===== src/rtl/ulbf_slave_seq_if.sv =====
// RAM port-B read bus and readback stream between the capture sequencer and its RAM/sink.
interface ulbf_slave_seq_if;
    logic        enb;
    logic [15:0] addrb;
    logic [63:0] doutb;
    logic        rd_tvalid;
    logic [63:0] rd_tdata;
    logic        rd_tlast;
    logic        rd_tready;

    modport master (
        output enb, addrb, rd_tvalid, rd_tdata, rd_tlast,
        input  doutb, rd_tready
    );

    modport slave (
        input  enb, addrb, rd_tvalid, rd_tdata, rd_tlast,
        output doutb, rd_tready
    );
endinterface


===== src/rtl/ulbf_slave_seq.sv =====
// Capture-and-readback sequencer for the uplink beamformer slave receive RAM.
// Optional running checksum output enabled by defining ULBF_SLAVE_SEQ_CHECKSUM_EN.
module ulbf_slave_seq #(
    parameter int RD_LATENCY    = 4,
    parameter int FIFO_DEPTH    = 8,
    parameter int RAM_DEPTH     = 1536,
    parameter int RST_CYCLES    = 16,
    parameter int TIMEOUT_WIDTH = 24
) (
    input  logic                     s_axi_aclk,
    input  logic                     s_axi_aresetn,
    input  logic                     start,
    input  logic                     abort,
    input  logic [11:0]              cfg_niter,
    input  logic [15:0]              cfg_words,
    input  logic [TIMEOUT_WIDTH-1:0] cfg_timeout,
    output logic                     slave_rst,
    output logic [11:0]              niter,
    input  logic                     rxdone,
    input  logic [15:0]              rxram_counter,
    ulbf_slave_seq_if.master         bus,
    output logic                     busy,
    output logic                     done,
    output logic                     err_timeout,
    output logic [15:0]              words_read,
    output logic [2:0]               state
`ifdef ULBF_SLAVE_SEQ_CHECKSUM_EN
    ,
    output logic [31:0]              checksum
`endif
);

    localparam logic [2:0] S_IDLE    = 3'd0;
    localparam logic [2:0] S_SRST    = 3'd1;
    localparam logic [2:0] S_ARM     = 3'd2;
    localparam logic [2:0] S_WAIT_RX = 3'd3;
    localparam logic [2:0] S_READ    = 3'd4;
    localparam logic [2:0] S_DRAIN   = 3'd5;

    localparam int PTR_W = (FIFO_DEPTH > 1) ? $clog2(FIFO_DEPTH) : 1;
    localparam int CNT_W = $clog2(FIFO_DEPTH + 1);
    localparam int OCC_W = CNT_W + 1;
    localparam int RST_W = $clog2(RST_CYCLES + 1);

    localparam logic [15:0]      RAM_MAX  = 16'(RAM_DEPTH);
    localparam logic [PTR_W-1:0] PTR_LAST = PTR_W'(FIFO_DEPTH - 1);
    localparam logic [OCC_W-1:0] OCC_MAX  = OCC_W'(FIFO_DEPTH);
    localparam logic [RST_W-1:0] RST_LAST = RST_W'(RST_CYCLES - 1);

    logic [RST_W-1:0]         rst_cnt;
    logic [TIMEOUT_WIDTH-1:0] tmo_cnt;
    logic [TIMEOUT_WIDTH-1:0] tmo_nxt;
    logic [15:0]              n_words;
    logic [15:0]              issue_cnt;
    logic [15:0]              n_raw;
    logic [15:0]              n_clamped;
    logic [RD_LATENCY-1:0]    vld_p;
    logic [CNT_W-1:0]         inflight;
    logic [CNT_W-1:0]         fifo_cnt;
    logic [OCC_W-1:0]         occupancy;
    logic [PTR_W-1:0]         wr_ptr;
    logic [PTR_W-1:0]         rd_ptr;
    logic [63:0]              fifo_mem [FIFO_DEPTH];
    logic                     start_ok;
    logic                     abort_now;
    logic                     issue;
    logic                     tok_exit;
    logic                     pop;

    assign start_ok  = (state == S_IDLE) && start && !abort;
    assign abort_now = abort && (state != S_IDLE);
    assign tmo_nxt   = tmo_cnt + 1'b1;
    assign n_raw     = (cfg_words == 16'd0) ? rxram_counter : cfg_words;
    assign n_clamped = (n_raw > RAM_MAX) ? RAM_MAX : n_raw;

    // Tokens still in the read pipe count against FIFO space so a burst of returns can never overflow it.
    assign occupancy = OCC_W'(inflight) + OCC_W'(fifo_cnt);
    assign issue     = (state == S_READ) && (occupancy < OCC_MAX) && (issue_cnt < n_words);
    assign tok_exit  = vld_p[RD_LATENCY-1];
    assign pop       = bus.rd_tvalid && bus.rd_tready;

    assign busy          = (state != S_IDLE);
    assign slave_rst     = (state == S_SRST);
    assign bus.rd_tvalid = (fifo_cnt != '0);
    assign bus.rd_tdata  = bus.rd_tvalid ? fifo_mem[rd_ptr] : 64'd0;
    assign bus.rd_tlast  = bus.rd_tvalid && (words_read == n_words - 16'd1);

    // Control FSM and RAM issue port
    always_ff @(posedge s_axi_aclk or negedge s_axi_aresetn) begin
        if (!s_axi_aresetn) begin
            state       <= S_IDLE;
            rst_cnt     <= '0;
            tmo_cnt     <= '0;
            n_words     <= '0;
            issue_cnt   <= '0;
            niter       <= '0;
            err_timeout <= 1'b0;
            done        <= 1'b0;
            bus.enb     <= 1'b0;
            bus.addrb   <= '0;
        end else begin
            done    <= 1'b0;
            bus.enb <= issue && !abort_now;
            if (issue && !abort_now) begin
                bus.addrb <= issue_cnt;
                issue_cnt <= issue_cnt + 16'd1;
            end
            if (abort_now) begin
                state <= S_IDLE;
            end else begin
                case (state)
                    S_IDLE: begin
                        if (start_ok) begin
                            niter       <= cfg_niter;
                            err_timeout <= 1'b0;
                            rst_cnt     <= '0;
                            issue_cnt   <= '0;
                            state       <= S_SRST;
                        end
                    end
                    S_SRST: begin
                        if (rst_cnt == RST_LAST) state <= S_ARM;
                        else                     rst_cnt <= rst_cnt + 1'b1;
                    end
                    S_ARM: begin
                        tmo_cnt <= '0;
                        state   <= S_WAIT_RX;
                    end
                    S_WAIT_RX: begin
                        tmo_cnt <= tmo_nxt;
                        if (rxdone) begin
                            n_words <= n_clamped;
                            if (n_clamped == 16'd0) begin
                                done  <= 1'b1;
                                state <= S_IDLE;
                            end else begin
                                state <= S_READ;
                            end
                        end else if ((cfg_timeout != '0) && (tmo_nxt >= cfg_timeout)) begin
                            err_timeout <= 1'b1;
                            state       <= S_IDLE;
                        end
                    end
                    S_READ: begin
                        if (issue && (issue_cnt == n_words - 16'd1)) state <= S_DRAIN;
                    end
                    S_DRAIN: begin
                        if ((inflight == '0) && (fifo_cnt == '0)) begin
                            done  <= 1'b1;
                            state <= S_IDLE;
                        end
                    end
                    default: state <= S_IDLE;
                endcase
            end
        end
    end

    // Read-latency token pipe, FIFO bookkeeping and beat counter
    always_ff @(posedge s_axi_aclk or negedge s_axi_aresetn) begin
        if (!s_axi_aresetn) begin
            vld_p      <= '0;
            inflight   <= '0;
            fifo_cnt   <= '0;
            wr_ptr     <= '0;
            rd_ptr     <= '0;
            words_read <= '0;
        end else if (abort_now) begin
            vld_p    <= '0;
            inflight <= '0;
            fifo_cnt <= '0;
            wr_ptr   <= '0;
            rd_ptr   <= '0;
        end else begin
            vld_p[0] <= bus.enb;
            for (int i = 1; i < RD_LATENCY; i++) vld_p[i] <= vld_p[i-1];
            inflight <= inflight + CNT_W'(issue) - CNT_W'(tok_exit);
            fifo_cnt <= fifo_cnt + CNT_W'(tok_exit) - CNT_W'(pop);
            if (tok_exit) wr_ptr <= (wr_ptr == PTR_LAST) ? '0 : wr_ptr + 1'b1;
            if (pop)      rd_ptr <= (rd_ptr == PTR_LAST) ? '0 : rd_ptr + 1'b1;
            if (start_ok)  words_read <= '0;
            else if (pop)  words_read <= words_read + 16'd1;
        end
    end

    always_ff @(posedge s_axi_aclk) begin
        if (tok_exit) fifo_mem[wr_ptr] <= bus.doutb;
    end

`ifdef ULBF_SLAVE_SEQ_CHECKSUM_EN
    logic [31:0] beat_sum;
    assign beat_sum = bus.rd_tdata[63:32] + bus.rd_tdata[31:0];

    always_ff @(posedge s_axi_aclk or negedge s_axi_aresetn) begin
        if (!s_axi_aresetn)          checksum <= '0;
        else if (start_ok)           checksum <= '0;
        else if (pop && !abort_now)  checksum <= checksum + beat_sum;
    end
`endif

endmodule


===== src/flat_wrapper.sv =====
// flat-port wrapper written by rule: the top's interface ports become plain ports
module ulbf_slave_seq_flat 
#(
    parameter int RD_LATENCY    = 4,
    parameter int FIFO_DEPTH    = 8,
    parameter int RAM_DEPTH     = 1536,
    parameter int RST_CYCLES    = 16,
    parameter int TIMEOUT_WIDTH = 24
)
  (s_axi_aclk, s_axi_aresetn, start, abort, cfg_niter, cfg_words, cfg_timeout, slave_rst, niter, rxdone, rxram_counter, busy, done, err_timeout, words_read, state, bus_enb, bus_addrb, bus_rd_tvalid, bus_rd_tdata, bus_rd_tlast, bus_doutb, bus_rd_tready);
  ulbf_slave_seq_if bus_i ();
  input  logic s_axi_aclk;
  input  logic s_axi_aresetn;
  input  logic start;
  input  logic abort;
  input  logic [11:0] cfg_niter;
  input  logic [15:0] cfg_words;
  input  logic [TIMEOUT_WIDTH-1:0] cfg_timeout;
  output logic slave_rst;
  output logic [11:0] niter;
  input  logic rxdone;
  input  logic [15:0] rxram_counter;
  output logic busy;
  output logic done;
  output logic err_timeout;
  output logic [15:0] words_read;
  output logic [2:0] state;
  output wire logic [$bits(bus_i.enb)-1:0] bus_enb;
  output wire logic [$bits(bus_i.addrb)-1:0] bus_addrb;
  output wire logic [$bits(bus_i.rd_tvalid)-1:0] bus_rd_tvalid;
  output wire logic [$bits(bus_i.rd_tdata)-1:0] bus_rd_tdata;
  output wire logic [$bits(bus_i.rd_tlast)-1:0] bus_rd_tlast;
  input wire logic [$bits(bus_i.doutb)-1:0] bus_doutb;
  input wire logic [$bits(bus_i.rd_tready)-1:0] bus_rd_tready;
  assign bus_enb = bus_i.enb;
  assign bus_addrb = bus_i.addrb;
  assign bus_rd_tvalid = bus_i.rd_tvalid;
  assign bus_rd_tdata = bus_i.rd_tdata;
  assign bus_rd_tlast = bus_i.rd_tlast;
  assign bus_i.doutb = bus_doutb;
  assign bus_i.rd_tready = bus_rd_tready;
  ulbf_slave_seq #(.RD_LATENCY(RD_LATENCY), .FIFO_DEPTH(FIFO_DEPTH), .RAM_DEPTH(RAM_DEPTH), .RST_CYCLES(RST_CYCLES), .TIMEOUT_WIDTH(TIMEOUT_WIDTH)) u_core (.s_axi_aclk(s_axi_aclk), .s_axi_aresetn(s_axi_aresetn), .start(start), .abort(abort), .cfg_niter(cfg_niter), .cfg_words(cfg_words), .cfg_timeout(cfg_timeout), .slave_rst(slave_rst), .niter(niter), .rxdone(rxdone), .rxram_counter(rxram_counter), .bus(bus_i), .busy(busy), .done(done), .err_timeout(err_timeout), .words_read(words_read), .state(state));
endmodule

===== config.mk =====
export PLATFORM = sky130hd
export DESIGN_NAME = ulbf_slave_seq_flat
export DESIGN_NICKNAME = d
export VERILOG_FILES = /design/src/rtl/ulbf_slave_seq_if.sv /design/src/rtl/ulbf_slave_seq.sv /design/src/flat_wrapper.sv
export SDC_FILE = /design/constraint.sdc
export NUM_CORES = 1
export LEC_CHECK = 0
export BUFFER_PORTS_ARGS = -buffer_cell sky130_fd_sc_hd__buf_2
export CORE_UTILIZATION = 54
export CTS_CLUSTER_SIZE = 24
export DETAILED_ROUTE_END_ITERATION = 10
export PLACE_DENSITY = 0.8
export SLEW_MARGIN = 10
export SYNTH_ARGS = -nofsm -noshare
export SYNTH_HDL_FRONTEND = slang
export SYNTH_SLANG_ARGS = --single-unit

===== constraint.sdc =====
create_clock -name s_axi_aclk -period 8.5 [get_ports s_axi_aclk]
set_clock_uncertainty 0.1 [all_clocks]
set_input_delay 0 -clock s_axi_aclk [delete_from_list [all_inputs] [get_ports s_axi_aclk]]
set_output_delay 0 -clock s_axi_aclk [all_outputs]
set_load 0.01 [all_outputs]

-- Word level (Yosys, flattened, before mapping)
Memory sizes are Yosys's and may differ from the RTL's.
Index checks and enable logic that the tools add are counted.
- bits in latches: 0
- memory bits (writable): 512
- word-level logic and storage cells: 129
- memory bits (read-only): 0
- memories: 1
- register bits after elaboration: 129
- input bits: 138
- memories (memory ; words ; bits a word ; read ports ; clocked after Yosys merged registers in ; write ports ; line ; source):
    u_core.fifo_mem ; 8 ; 64 ; 1 ; 0 ; 1 ; ulbf_slave_seq.sv:63 ; logic [63:0] fifo_mem [FIFO_DEPTH];
- mux-type cells: 42
- shift-type cells: 0
- magnitude comparators: 4
- equal/unequal tests: 19
- bitwise gates (word level): 1
- reductions and logical operators: 34
- div/mod/pow operators: 0
- $add $sub $neg: 12
- multipliers: 0
- operator list (kind ; count):
    16-bit two-way mux ; 8
    64-bit two-way mux ; 1
    24-bit case mux with 2 select lines ; 1
    3-bit two-way mux ; 14
    16-bit by 1-bit adder with 16-bit output (second input constant) ; 2
    16-bit equality test ; 2
    16-bit logical NOT ; 2
    24-bit by 1-bit adder with 24-bit output (second input constant) ; 1
    24-bit >= comparator ; 1
    24-bit nonzero test ; 1
    3-bit case mux with 6 select lines ; 1
    16-bit by 11-bit > comparator with 1-bit output (second input constant) ; 1
    16-bit less-than comparator ; 1
    16-bit by 1-bit subtractor with 16-bit output (second input constant) ; 1
    3-bit equality test (second input constant) ; 4
    4-bit two-way mux ; 3
    2-bit nonzero test ; 6
    1-bit logical AND ; 11
    5-bit two-way mux ; 2
    5-bit case mux with 2 select lines ; 1
    5-bit AND reduction ; 2
    1-bit two-way mux ; 9
    3-bit by 1-bit != test with 1-bit output (second input constant) ; 3
    4-bit by 1-bit adder with 4-bit output ; 2
    22 further kinds ; 32

-- Logic depth before layout (Yosys ltp)
- depth after elaboration: 9
- depth in mapped cells: 18

-- Least setup slack after synthesis
Ideal clock, no wire load.
- path type: reg2reg
- start: reg u_core.wr_ptr[0]
- end: mem u_core.fifo_mem[0][0], enable pin
- setup time: 0.565 ns
- path buffers: 0
- path slack: 2.889 ns
- stages on the path, launching flop included: 3
- arrival: 4.947 ns
- data required time: 7.835 ns
- cells stage by stage: dfrtp_1 -> nand2b_1 -> nor3_1
- RTL lines (what ; line ; source):
    start, declared ; ulbf_slave_seq.sv:61 ; logic [PTR_W-1:0] wr_ptr;
    start signal, assigned ; ulbf_slave_seq.sv:179 ; if (tok_exit) wr_ptr <= (wr_ptr == PTR_LAST) ? '0 : wr_ptr + 1'b1;
    end, declared ; ulbf_slave_seq.sv:63 ;
No word-level cell before the write port.

-- Worst setup path in the final report
- start: reg u_core.tmo_cnt[0]
- end: reg u_core.state[1]
- word-level cells in the longest chain between the ends: 5
- RTL lines (what ; line ; source):
    start, declared ; ulbf_slave_seq.sv:51 ; logic [TIMEOUT_WIDTH-1:0] tmo_cnt;
    start signal, assigned ; ulbf_slave_seq.sv:130 ; tmo_cnt <= tmo_nxt;
    24-bit by 1-bit adder with 24-bit output ; ulbf_slave_seq.sv:72 ; assign tmo_nxt = tmo_cnt + 1'b1;
    24-bit >= comparator ; ulbf_slave_seq.sv:139 ; end else if ((cfg_timeout != '0) && (tmo_nxt >= cfg_timeout)) begin
    1-bit logical AND ; ulbf_slave_seq.sv:139 ;
    4-bit by 2-bit != test with 1-bit output (no line) ; - ;
    5-bit AND reduction (no line) ; - ;
    end signal, assigned ; ulbf_slave_seq.sv:137 ; state <= S_READ;
    end signal, assigned ; ulbf_slave_seq.sv:141 ; state <= S_IDLE;
    end signal, assigned ; ulbf_slave_seq.sv:145 ; if (issue && (issue_cnt == n_words - 16'd1)) state <= S_DRAIN;
    end, declared ; ulbf_slave_seq.sv:26 ; output logic [2:0] state
No other way between the ends.
A chain may end at the register's enable or synchronous reset.

==> impl_metrics.env <==
export IMPL_timing_max_cap_violations=0
export IMPL_syn_nets=1926
export IMPL_crit_cells=16
export IMPL_ff2ff_path_depth=16
export IMPL_ant_nets=0
export IMPL_start_util_pct=55.01
export IMPL_ff2ff_setup_slack_ns=4.03
export IMPL_start_kind="register"
export IMPL_grt_usage_pct=25.55
export IMPL_tns_ns=0
export IMPL_die_x_um=228.5
export IMPL_placedInstanceArea_um2=29730
export IMPL_ys_seq_area_share_pct=67.13
export IMPL_status="complete, no violations"
export IMPL_synth_cell_types=61
export IMPL_htree_levels=3
export IMPL_relSlewSlack_pct=20.41
export IMPL_worst_ep_arrival_time_ns=4.89
export IMPL_cp_end_kind="register"
export IMPL_power_leakage_uw=0.01245
export IMPL_grt_pass1_wl_mm=102.0
export IMPL_power_uw=9142
export IMPL_cts_buffer_depth=3
export IMPL_setup_viol=0
export IMPL_die_area_um2=52230
export IMPL_synth_edf_count=512
export IMPL_drt_pre_antenna_iters=5
export IMPL_avgSynthCellArea_um2=16.08
export IMPL_clock_fmax_mhz=223.8
export IMPL_slew_viol_final=0
export IMPL_num_rows=82
export IMPL_grt_max_degree=81
export IMPL_ioPinCount=256
export IMPL_nFillCells=3323
export IMPL_reg2reg_to="u_core.state[1]"
export IMPL_clk_latency_ns=0.61
export IMPL_wl_mm=65.72
export IMPL_yosys_top_cells_area="edfxtp_1 (55%), dfrtp_1 (12%), mux4_2 (10%)"
export IMPL_critical_path_slowest_cell="a2111oi_0"
export IMPL_core_area_um2=50380
export IMPL_viasPerCell=5.996
export IMPL_finalNetCount=2310
export IMPL_area_growth_syn_to_layout_pct=19.94
export IMPL_synth_async_reset_ratio_pct=20.12
export IMPL_slowest_delay_ns=0.53
export IMPL_timing_final_crit_period_ns=4.469
export IMPL_ctsResizeCount=0
export IMPL_grt_overflow=0
export IMPL_path_cells="ha_1 > nand3_1 > nor3_1 > and2_0 > nor2b_1 > nand2_1 > xnor2_1 > ha_1 > o21ai_0 > nor2_1 > a2111oi_0 > nand3_1 > a31o_2 > a2111oi_0 > o21ai_0 > nor2_1"
export IMPL_finalHoldViolations=0
export IMPL_wl_per_cell_um=23.20
export IMPL_grt_pass1_vias=17890
export IMPL_final_layout_size_suffix_gt1_share_pct=26.62
export IMPL_drc_errors=0
export IMPL_min_period_over_period_pct=52.57
export IMPL_ys_warn_count=0
export IMPL_rsz0062_at_grt="no"
export IMPL_rr_startpoint="u_core.tmo_cnt[0]"
export IMPL_setup_worst_path_end="u_core.state[1]"
export IMPL_grt_antenna_before_repair=5
export IMPL_syn_area_um2=27710
export IMPL_crit_path_start="u_core.tmo_cnt[0]"
export IMPL_worstPathMaxFanout=6
export IMPL_cts_num_sinks=641
export IMPL_drt_iter0_drc=1640
export IMPL_synthFlopType="edfxtp_1"
export IMPL_cpLargestDelayFamily="simple AND/OR/NAND/NOR gates"
export IMPL_synth_top_area_share_pct=55.48
export IMPL_ys_ff_latch=641
export IMPL_hpwl_mm=35.94
export IMPL_path_clk_slew_ns=0.06
export IMPL_worst_slew_pin_slew_ns=1.191
export IMPL_cellPowerDensity_nw_per_um2=275.1
export IMPL_gp_congestion=0.9183
export IMPL_worstSetupPathType="reg -> reg"
export IMPL_peakVddDrop_uv=226.0
export IMPL_cts_root_buf="clkbuf_16"
export IMPL_cts_buffers=67
export IMPL_dieHeight_um=228.5
export IMPL_cts_tree="done"
export IMPL_path_buf_inv=0
export IMPL_port_buffers=255
export IMPL_yosys_area_top_type="edfxtp_1"
export IMPL_netlist_instances=1723
export IMPL_critPathRequiredTime_ns=8.92
export IMPL_fin_area_um2=33240
export IMPL_vias=16990
export IMPL_hold_ws_ns=0.03000
export IMPL_min_path_type="in -> async"
==> registers in the layout, indices dropped and copies added, names as in the netlist, 5 cells and up <==
name and flops:
u_core.issue_cnt 16, u_core.fifo_mem 512, u_core.n_words 16, u_core.bus.addrb 16, u_core.rst_cnt 5, u_core.tmo_cnt 24
u_core.niter 12, u_core.words_read 16
==> routing by layer <==
metal / part of all wire [%] / vias up / global-route usage, %
li1: - / 7428 / -
met1: 40 / 8596 / 32.53
met2: 50 / 794 / 43.51
met3: 6.8 / 162 / 5.314
met4: 3.1 / 8 / 9.102
met5: 0.084 / - / 0
==> repair_timing <==
item	in CTS	in global routing
hold endpoints to repair	650	0
buffers inserted	0	0
hold buffers	123	0
==> how the worst min path moves through the flow <==
stage	endpoint	slack, ns	depth (start not counted)
after floorplan	u_core.bus.addrb[0]	-0.40	0
after global placement	u_core.tmo_cnt[22]	0.12	1
after detailed placement	u_core.tmo_cnt[21]	0.13	1
after CTS	u_core.tmo_cnt[0]	0.04	2
after global routing	u_core.niter[0]	0.06	3
final	u_core.tmo_cnt[22]	0.03	2
==> cell usage in the layout (no fill, tap or decap), types with 34 or more instances in the layout <==
master,instances
dlygate4sd3_1,123
inv_1,63
xor2_1,37
dfrtp_1,126
nor2_1,135
mux2i_1,72
edfxtp_1,512
o21ai_0,46
ha_1,63
nand2_1,72
clkbuf_16,69
xnor2_1,47
mux2_2,34
a21oi_1,43
mux4_2,128
buf_2,254
==> cell families after synthesis <==
| group | Yosys count | synth area share, % |
|---|---|---|
| AO/OA/AOI/OAI | 168 | 3.879 |
| AND/OR/NAND/NOR | 380 | 6.701 |
| buffers and inverters | 150 | 2.163 |
| XOR/XNOR | 85 | 2.750 |
| adder cells (fa/ha/maj) | 65 | 2.989 |
| flip-flops | 641 | 67.13 |
| multiplexers | 234 | 14.39 |
==> stage by stage <==
step / worst slack (ns) / cells / utilization (%)
finish: 4.031 / 2833 / 65.98
global route: 3.601 / 2833 / 65.98
CTS: 4.120 / 2832 / 65.97
detailed placement: 4.181 / 2587 / 59.02
global placement: 4.270 / 2587 / 59.02
floorplan: 2.889 / 1723 / -
==> worst register-to-register path, stage by stage (launching register included) <==
cell	delay, ns
dfrtp_1	0.42
ha_1	0.21
nand3_1	0.14
nor3_1	0.46
and2_0	0.37
nor2b_1	0.23
nand2_1	0.09
xnor2_1	0.21
ha_1	0.29
o21ai_0	0.18
nor2_1	0.07
a2111oi_0	0.42
nand3_1	0.14
a31o_2	0.25
a2111oi_0	0.53
o21ai_0	0.17
nor2_1	0.11
==> layout make-up <==
| cell class | count | area, um2 | share of cell area (%) |
|---|---|---|---|
| tap | 672 | 840.8 | 2.530 |
| multi-input combinational | 932 | 8581 | 25.82 |
| clock buffer | 88 | 1818 | 5.470 |
| inverter | 63 | 236.5 | 0.7115 |
| sequential | 641 | 18610 | 56.00 |
| timing repair buffer | 402 | 2690 | 8.094 |
| clock inverter | 34 | 454.2 | 1.367 |
| antenna | 1 | 2.502 | 0.007529 |
==> where the power goes <==
group | switching [uW] | internal (uW) | total, uW
clock network | 1230 | 1770 | 3010
registers | 252 | 3500 | 3750
logic | 1280 | 1110 | 2380
==> synthesized netlist by cell type (all sizes together), types with 19 or more instances <==
cell type,count
clkbuf,53
buf,33
o21ai,47
a21oi,43
ha,63
mux2,34
nor3,22
nand2,72
nand4,19
edfxtp,512
mux4,128
nor2,141
dfrtp,129
inv,63
nand3,32
xor2,37
mux2i,72
nor4,21
xnor2,47
(Power assumes the default switching activity.)
